File: config.mk
export PLATFORM = sky130hd
export DESIGN_NAME = shift_frame_engine
export DESIGN_NICKNAME = d
export VERILOG_FILES = /design/src/rtl/shift_frame_pkg.sv /design/src/rtl/shift_bit_index.sv /design/src/rtl/shift_frame_engine.sv
export SDC_FILE = /design/constraint.sdc
export NUM_CORES = 1
export LEC_CHECK = 0
export ABC_CLOCK_PERIOD_IN_PS = 4040
export CAP_MARGIN = 5
export CELL_PAD_IN_SITES_DETAIL_PLACEMENT = 1
export CELL_PAD_IN_SITES_GLOBAL_PLACEMENT = 1
export CORE_MARGIN = 2
export CORE_UTILIZATION = 40
export CTS_CLUSTER_SIZE = 30
export DETAILED_ROUTE_END_ITERATION = 8
export PLACE_DENSITY = 0.79
export RECOVER_POWER = 25
export SLEW_MARGIN = 10
export SYNTH_ARGS = -nofsm -noshare
export SYNTH_HDL_FRONTEND = slang
export SYNTH_SLANG_ARGS = --single-unit
File: constraint.sdc
create_clock -name clk -period 4.04 [get_ports clk]
set_clock_uncertainty 0.05 [all_clocks]
set_input_delay 0.808 -clock clk [delete_from_list [all_inputs] [get_ports clk]]
set_output_delay 0.808 -clock clk [all_outputs]
set_load 0.01 [all_outputs]
File: src/rtl/shift_frame_pkg.sv
// Shared types and helpers for the shift frame engine family.
//   mode_e    : transfer direction selected at frame start
//   state_e   : engine control state
//   len_valid : frame length legality check (1..max_len)
package shift_frame_pkg;

    typedef enum logic [1:0] {
        MODE_RX     = 2'b00,
        MODE_TX     = 2'b01,
        MODE_DUPLEX = 2'b10,
        MODE_RSVD   = 2'b11
    } mode_e;

    typedef enum logic {
        ST_IDLE  = 1'b0,
        ST_SHIFT = 1'b1
    } state_e;

    function automatic logic len_valid(input logic [31:0] len_val,
                                       input logic [31:0] max_len);
        return (len_val >= 32'd1) && (len_val <= max_len);
    endfunction

endpackage

File: src/rtl/shift_bit_index.sv
// Maps the running bit count of a frame onto the buffer bit it addresses.
//   count     : bits already moved in this frame
//   len       : frame length in bits
//   msb_first : 1 walks from bit len-1 down to 0, 0 walks from bit 0 up
//   idx       : buffer bit for the current shift
module shift_bit_index #(
    parameter int CNT_W = 4
) (
    input  logic [CNT_W-1:0] count,
    input  logic [CNT_W-1:0] len,
    input  logic             msb_first,
    output logic [CNT_W-1:0] idx
);

    always_comb begin
        if (msb_first) begin
            idx = len - count - CNT_W'(1);
        end else begin
            idx = count;
        end
    end

endmodule

File: src/rtl/shift_frame_engine.sv
// Serial frame engine: deserialise (RX), serialise (TX) or full duplex,
// with per-frame length and bit order and a start/enable/done handshake.
//   clk, reset : clock and asynchronous active-high reset
//   start      : frame request, honoured only in IDLE
//   mode       : 00 RX, 01 TX, 10 DUPLEX, 11 reserved (latched at start)
//   len        : frame length 1..WIDTH (latched at start)
//   msb_first  : bit order (latched at start)
//   enable     : shift strobe, one bit per enabled SHIFT cycle
//   s_in       : serial input
//   p_in       : parallel load data, low len bits used
//   s_out      : registered serial output, holds between frames
//   p_out      : last received frame, zero above len
//   p_valid    : pulse when p_out is updated
//   busy       : high while shifting
//   done       : pulse at frame end
//   err        : pulse when a start request is rejected
module shift_frame_engine
    import shift_frame_pkg::*;
#(
    parameter int WIDTH = 8,
    parameter int CNT_W = $clog2(WIDTH + 1)
) (
    input  logic             clk,
    input  logic             reset,
    input  logic             start,
    input  logic [1:0]       mode,
    input  logic [CNT_W-1:0] len,
    input  logic             msb_first,
    input  logic             enable,
    input  logic             s_in,
    input  logic [WIDTH-1:0] p_in,
    output logic             s_out,
    output logic [WIDTH-1:0] p_out,
    output logic             p_valid,
    output logic             busy,
    output logic             done,
    output logic             err
);

    state_e           state_q, state_d;
    mode_e            mode_q, mode_d;
    logic [CNT_W-1:0] len_q, len_d;
    logic             msb_q, msb_d;
    logic [CNT_W-1:0] count_q, count_d;
    logic [WIDTH-1:0] buf_q, buf_d;
    logic             s_out_q, s_out_d;
    logic [WIDTH-1:0] p_out_q, p_out_d;
    logic             p_valid_q, p_valid_d;
    logic             done_q, done_d;
    logic             err_q, err_d;

    logic [CNT_W-1:0] idx;
    logic [WIDTH-1:0] bit_sel;
    logic [WIDTH-1:0] upd_buf;
    logic             cur_bit;
    mode_e            mode_in;

    shift_bit_index #(
        .CNT_W(CNT_W)
    ) u_idx (
        .count    (count_q),
        .len      (len_q),
        .msb_first(msb_q),
        .idx      (idx)
    );

    assign mode_in = mode_e'(mode);

    always_comb begin
        state_d   = state_q;
        mode_d    = mode_q;
        len_d     = len_q;
        msb_d     = msb_q;
        count_d   = count_q;
        buf_d     = buf_q;
        s_out_d   = s_out_q;
        p_out_d   = p_out_q;
        p_valid_d = 1'b0;
        done_d    = 1'b0;
        err_d     = 1'b0;

        // One-hot select avoids an over-wide dynamic index into the buffer.
        bit_sel = {{(WIDTH-1){1'b0}}, 1'b1} << idx;
        cur_bit = |(buf_q & bit_sel);

        // Received bit merged into the buffer; in DUPLEX cur_bit is read
        // from buf_q, i.e. before this merge.
        upd_buf = buf_q;
        if (mode_q != MODE_TX) begin
            upd_buf = s_in ? (buf_q | bit_sel) : (buf_q & ~bit_sel);
        end

        if (state_q == ST_IDLE) begin
            if (start) begin
                if ((mode_in != MODE_RSVD) && len_valid(32'(len), 32'(WIDTH))) begin
                    state_d = ST_SHIFT;
                    mode_d  = mode_in;
                    len_d   = len;
                    msb_d   = msb_first;
                    count_d = '0;
                    buf_d   = (mode_in == MODE_RX) ? '0 : (p_in & ~({WIDTH{1'b1}} << len));
                end else begin
                    err_d = 1'b1;
                end
            end
        end else begin
            if (enable) begin
                if (mode_q != MODE_RX) begin
                    s_out_d = cur_bit;
                end
                buf_d   = upd_buf;
                count_d = count_q + CNT_W'(1);
                if (count_q == len_q - CNT_W'(1)) begin
                    state_d = ST_IDLE;
                    done_d  = 1'b1;
                    if (mode_q != MODE_TX) begin
                        p_out_d   = upd_buf;
                        p_valid_d = 1'b1;
                    end
                end
            end
        end
    end

    always_ff @(posedge clk or posedge reset) begin
        if (reset) begin
            state_q   <= ST_IDLE;
            mode_q    <= MODE_RX;
            len_q     <= '0;
            msb_q     <= 1'b0;
            count_q   <= '0;
            buf_q     <= '0;
            s_out_q   <= 1'b0;
            p_out_q   <= '0;
            p_valid_q <= 1'b0;
            done_q    <= 1'b0;
            err_q     <= 1'b0;
        end else begin
            state_q   <= state_d;
            mode_q    <= mode_d;
            len_q     <= len_d;
            msb_q     <= msb_d;
            count_q   <= count_d;
            buf_q     <= buf_d;
            s_out_q   <= s_out_d;
            p_out_q   <= p_out_d;
            p_valid_q <= p_valid_d;
            done_q    <= done_d;
            err_q     <= err_d;
        end
    end

    assign s_out   = s_out_q;
    assign p_out   = p_out_q;
    assign p_valid = p_valid_q;
    assign busy    = (state_q == ST_SHIFT);
    assign done    = done_q;
    assign err     = err_q;

endmodule

==> impl_metrics.csv <==
group,metric,value,unit
outcome,status,"complete, no violations",
placed_design,hpwl,5740,um
worst_setup_path,start_kind,"flip-flop",
layout,drive_gt1_share,9.33,%
sta,slew_violations,0,
clock_tree,insertion_delay,0.29,ns
worst_setup_path,critPathMaxFanout,14,
routing,dr.first_iter.drc_count,240,
routing,routed_wl,7560,um
routing,vias,2332,
worst_setup_path,worstReg2RegEnd,"buf_q[7]",
layout,antenna_cells,0,
sta,worst_pin_slew,0.942,ns
layout,layout_common_cells,"nand2_1, dfrtp_1, clkdlybuf4s50_1",
synth,synth.distinct_cells,57,
synth,synthArstFlopShare,100,%
sta,slew_headroom,37.0,%
routing,drtAntennaViolNets,0,
global_routing,grt_max_degree,23,
worst_setup_path,worst_setup_path_end_kind,"flip-flop",
worst_setup_path,timing.rr.start,"count_q[2]",
layout,layout_commonest_cell,"nand2_1",
min_path,hold_depth,2,
min_path,worstHoldStart,"s_out",
worst_setup_path,arrival,3.26,ns
global_routing,grt_pass1_wl,12400,um
layout,regArea,801,um2
worst_setup_path,ff2ff_setup_slack,0.91,ns
placed_design,place_inst,367,
synth,synth_warnings,0,
clock_tree,numCtsBuffers,5,
placed_design,portBuffers,32,
routing,remaining_drc_errors,0,
clock_tree,holdBufCountCts,0,
die,initial_utilization,41.3,%
synth,synth_edf_count,0,
min_path,hold_path.class,"reg2reg",
sta,setup_tns,0,ns
clock_tree,htree_levels,2,
worst_setup_path,critPathRequiredTime,4.17,ns
clock_tree,cts_max_path_buffers,2,
die,core-area,0.00589,mm2
clock_tree,cts.clk_slew.worst_paths,0.07,ns
synth,netlist_area,0.00243,mm2
layout,nets,325,
min_path,holdPathEnd,"s_out",
sta,finalSetupViolCount,0,
sta,hold_viol,0,
pwr,peakVddDrop,0.000434,V
die,fp-row-count,28,
synth,synth_area_per_cell,8.80,um2
die,die_w,81.9,um
clock_tree,cts_resized,0,
worst_setup_path,worst_r2r_path_depth,7,
flow_run,cap_viol_max_count,0,
placed_design,gp_congestion,0.894,
sta,max_freq,0.320,GHz
sta,final.min_clock_period,3.13,ns
sta,min_period_over_period,77.4,%
layout,area_growth,17.2,%
worst_setup_path,path_class,"reg2reg",
die,ioPinCount,33,
global_routing,antenna_found_initial,0,
pwr,power.density,888,mW/mm2
pwr,cellLeakagePower,0.00107,uW
global_routing,first_global_vias,2343,
layout,multi_input_area,0.00147,mm2
clock_tree,cts_tree,"done",
global_routing,overflow,0,
clock_tree,cts-root-buf,"clkbuf_8",
synth,ys_seq_area_share,33.0,%
synth,syn_nets,302,
synth,syn_inst,276,
layout,fillers,720,
routing,via_per_inst,6.22,
synth,synth_seq_cells,32,
synth,synth_top_flop_cell,"dfrtp_1",
clock_tree,cts.sinks,32,
global_routing,track_usage,25.0,%
clock_tree,cts_setup_buffers,0,
layout,instances_no_fill,375,
routing,drt_first_pass_iters,4,
sta,rsz0062_at_grt,"false",
die,die-area,0.00671,mm2
routing,wl_per_cell,20.2,um
die,die_h,81.9,um
==> power breakdown <==
group | total (uW) | internal (uW) | switching (uW) | leakage [uW]
Clock | 310 | 183 | 127 | 0.0000552
Sequential | 679 | 467 | 212 | 0.000395
Combinational | 1540 | 629 | 909 | 0.000623
Total | 2530 | 1280 | 1250 | 0.00107
==> flip-flops by register name, indices dropped and copies added (netlist names) <==
register  flops
mode_q        2
msb_q         1
len_q         4
done          1
p_out         8
buf_q         8
busy          1
err           1
s_out         1
count_q       4
p_valid       1
==> per-layer routing <==
metal	vias up	track usage [%]	routed length (um)	share of wire (%)
met5	-	0	0	0
met4	0	10.0	199	2.6
met2	89	40.6	3610	48
met1	1136	33.2	3330	44
li1	1093	-	-	-
met3	14	3.63	416	5.5
==> worst max-delay path: stages (launching register included) <==
cell and delay, ns:
dfrtp_1 0.54, inv_1 0.22, ha_1 0.39, a21oi_1 0.31
nand4b_1 0.62, a211oi_1 0.50, nor2_1 0.11, o221a_1 0.25
==> worst max-delay path by stage <==
| stage | from | end | slack (ns) | cells past startpoint |
|---|---|---|---|---|
| final | count_q[2] | buf_q[7] | 0.91 | 7 |
| after CTS | count_q[2] | buf_q[0] | 1.01 | 7 |
| after floorplan | count_q[0] | buf_q[3] | 1.63 | 9 |
| after global placement | len[2] | buf_q[0] | 1.01 | 6 |
| after global routing | count_q[2] | buf_q[0] | 0.74 | 7 |
| after detailed placement | len[2] | len_q[1] | 0.94 | 5 |
==> layout make-up <==
cell class	instances	area share, %
multi-input combinational	217	51.8
inverter	9	1.19
timing repair buffer	34	11.8
clock inverter	2	1.23
tap	75	3.30
clock buffer	6	2.55
sequential	32	28.1
==> metrics by stage <==
stage / area, um2 / setup slack, ns / utilization [%] / hold slack (ns) / total power (uW)
final: 2850 / 0.914 / 48.3 / 0.459 / 2530
after global routing: 2850 / 0.739 / 48.3 / 0.494 / 2720
after CTS: 2850 / 1.01 / 48.3 / 0.461 / 2510
after detailed placement: 2740 / 0.943 / 46.5 / 0.445 / 2190
after global placement: 2740 / 1.01 / 46.5 / 0.423 / 2140
after floorplan: 2430 / 1.63 / - / 0.425 / 1740
==> Yosys cell counts, types with 2 or more instances <==
library cell   n  share of area (%)
and3_1         3               0.77
buf_2          3               0.62
mux2i_1        3                1.2
buf_1          3               0.46
o211ai_1      12                3.7
a21oi_1        7                1.4
buf_4          3               0.93
dfrtp_1       32                 33
xor2_1         3                1.1
a211oi_1       8                2.5
a21o_1         4                1.2
inv_1          8                1.2
buf_6          5                2.3
o32ai_1        2               0.72
nand4b_1       2               0.72
nor2b_1        2               0.52
nand2b_1       4                1.0
clkbuf_1       4               0.62
or3_4          2               0.93
nor2_1        17                2.6
nand2_1       34                5.3
nor4_1         2               0.52
a21bo_2        2               0.82
mux2_2         2               0.93
o32a_1         3                1.2
nand3_1       22                4.5
o21ai_0       12                2.5
a31oi_1       15                3.9
o221a_1        4                1.9
nor3_1         4               0.82
ha_1           5                2.6
nor4_2         4                2.1
nand4_1       12                3.1
xnor2_1        5                1.8
==> cells by family (layout without fill, tap and decap cells) <==
| group | after synthesis | after routing | synth area share (%) |
|---|---|---|---|
| buffers and inverters | 27 | 51 | 6.34 |
| xor gates and xnor gates | 9 | 9 | 3.81 |
| adders and majority gates | 6 | 6 | 3.40 |
| DFF | 32 | 32 | 33.0 |
| muxes | 5 | 5 | 2.16 |
| AOI/OAI and AO/OA | 81 | 81 | 24.6 |
| and+or+nand+nor | 116 | 116 | 26.7 |
Power figures use the tool's default switching activity.
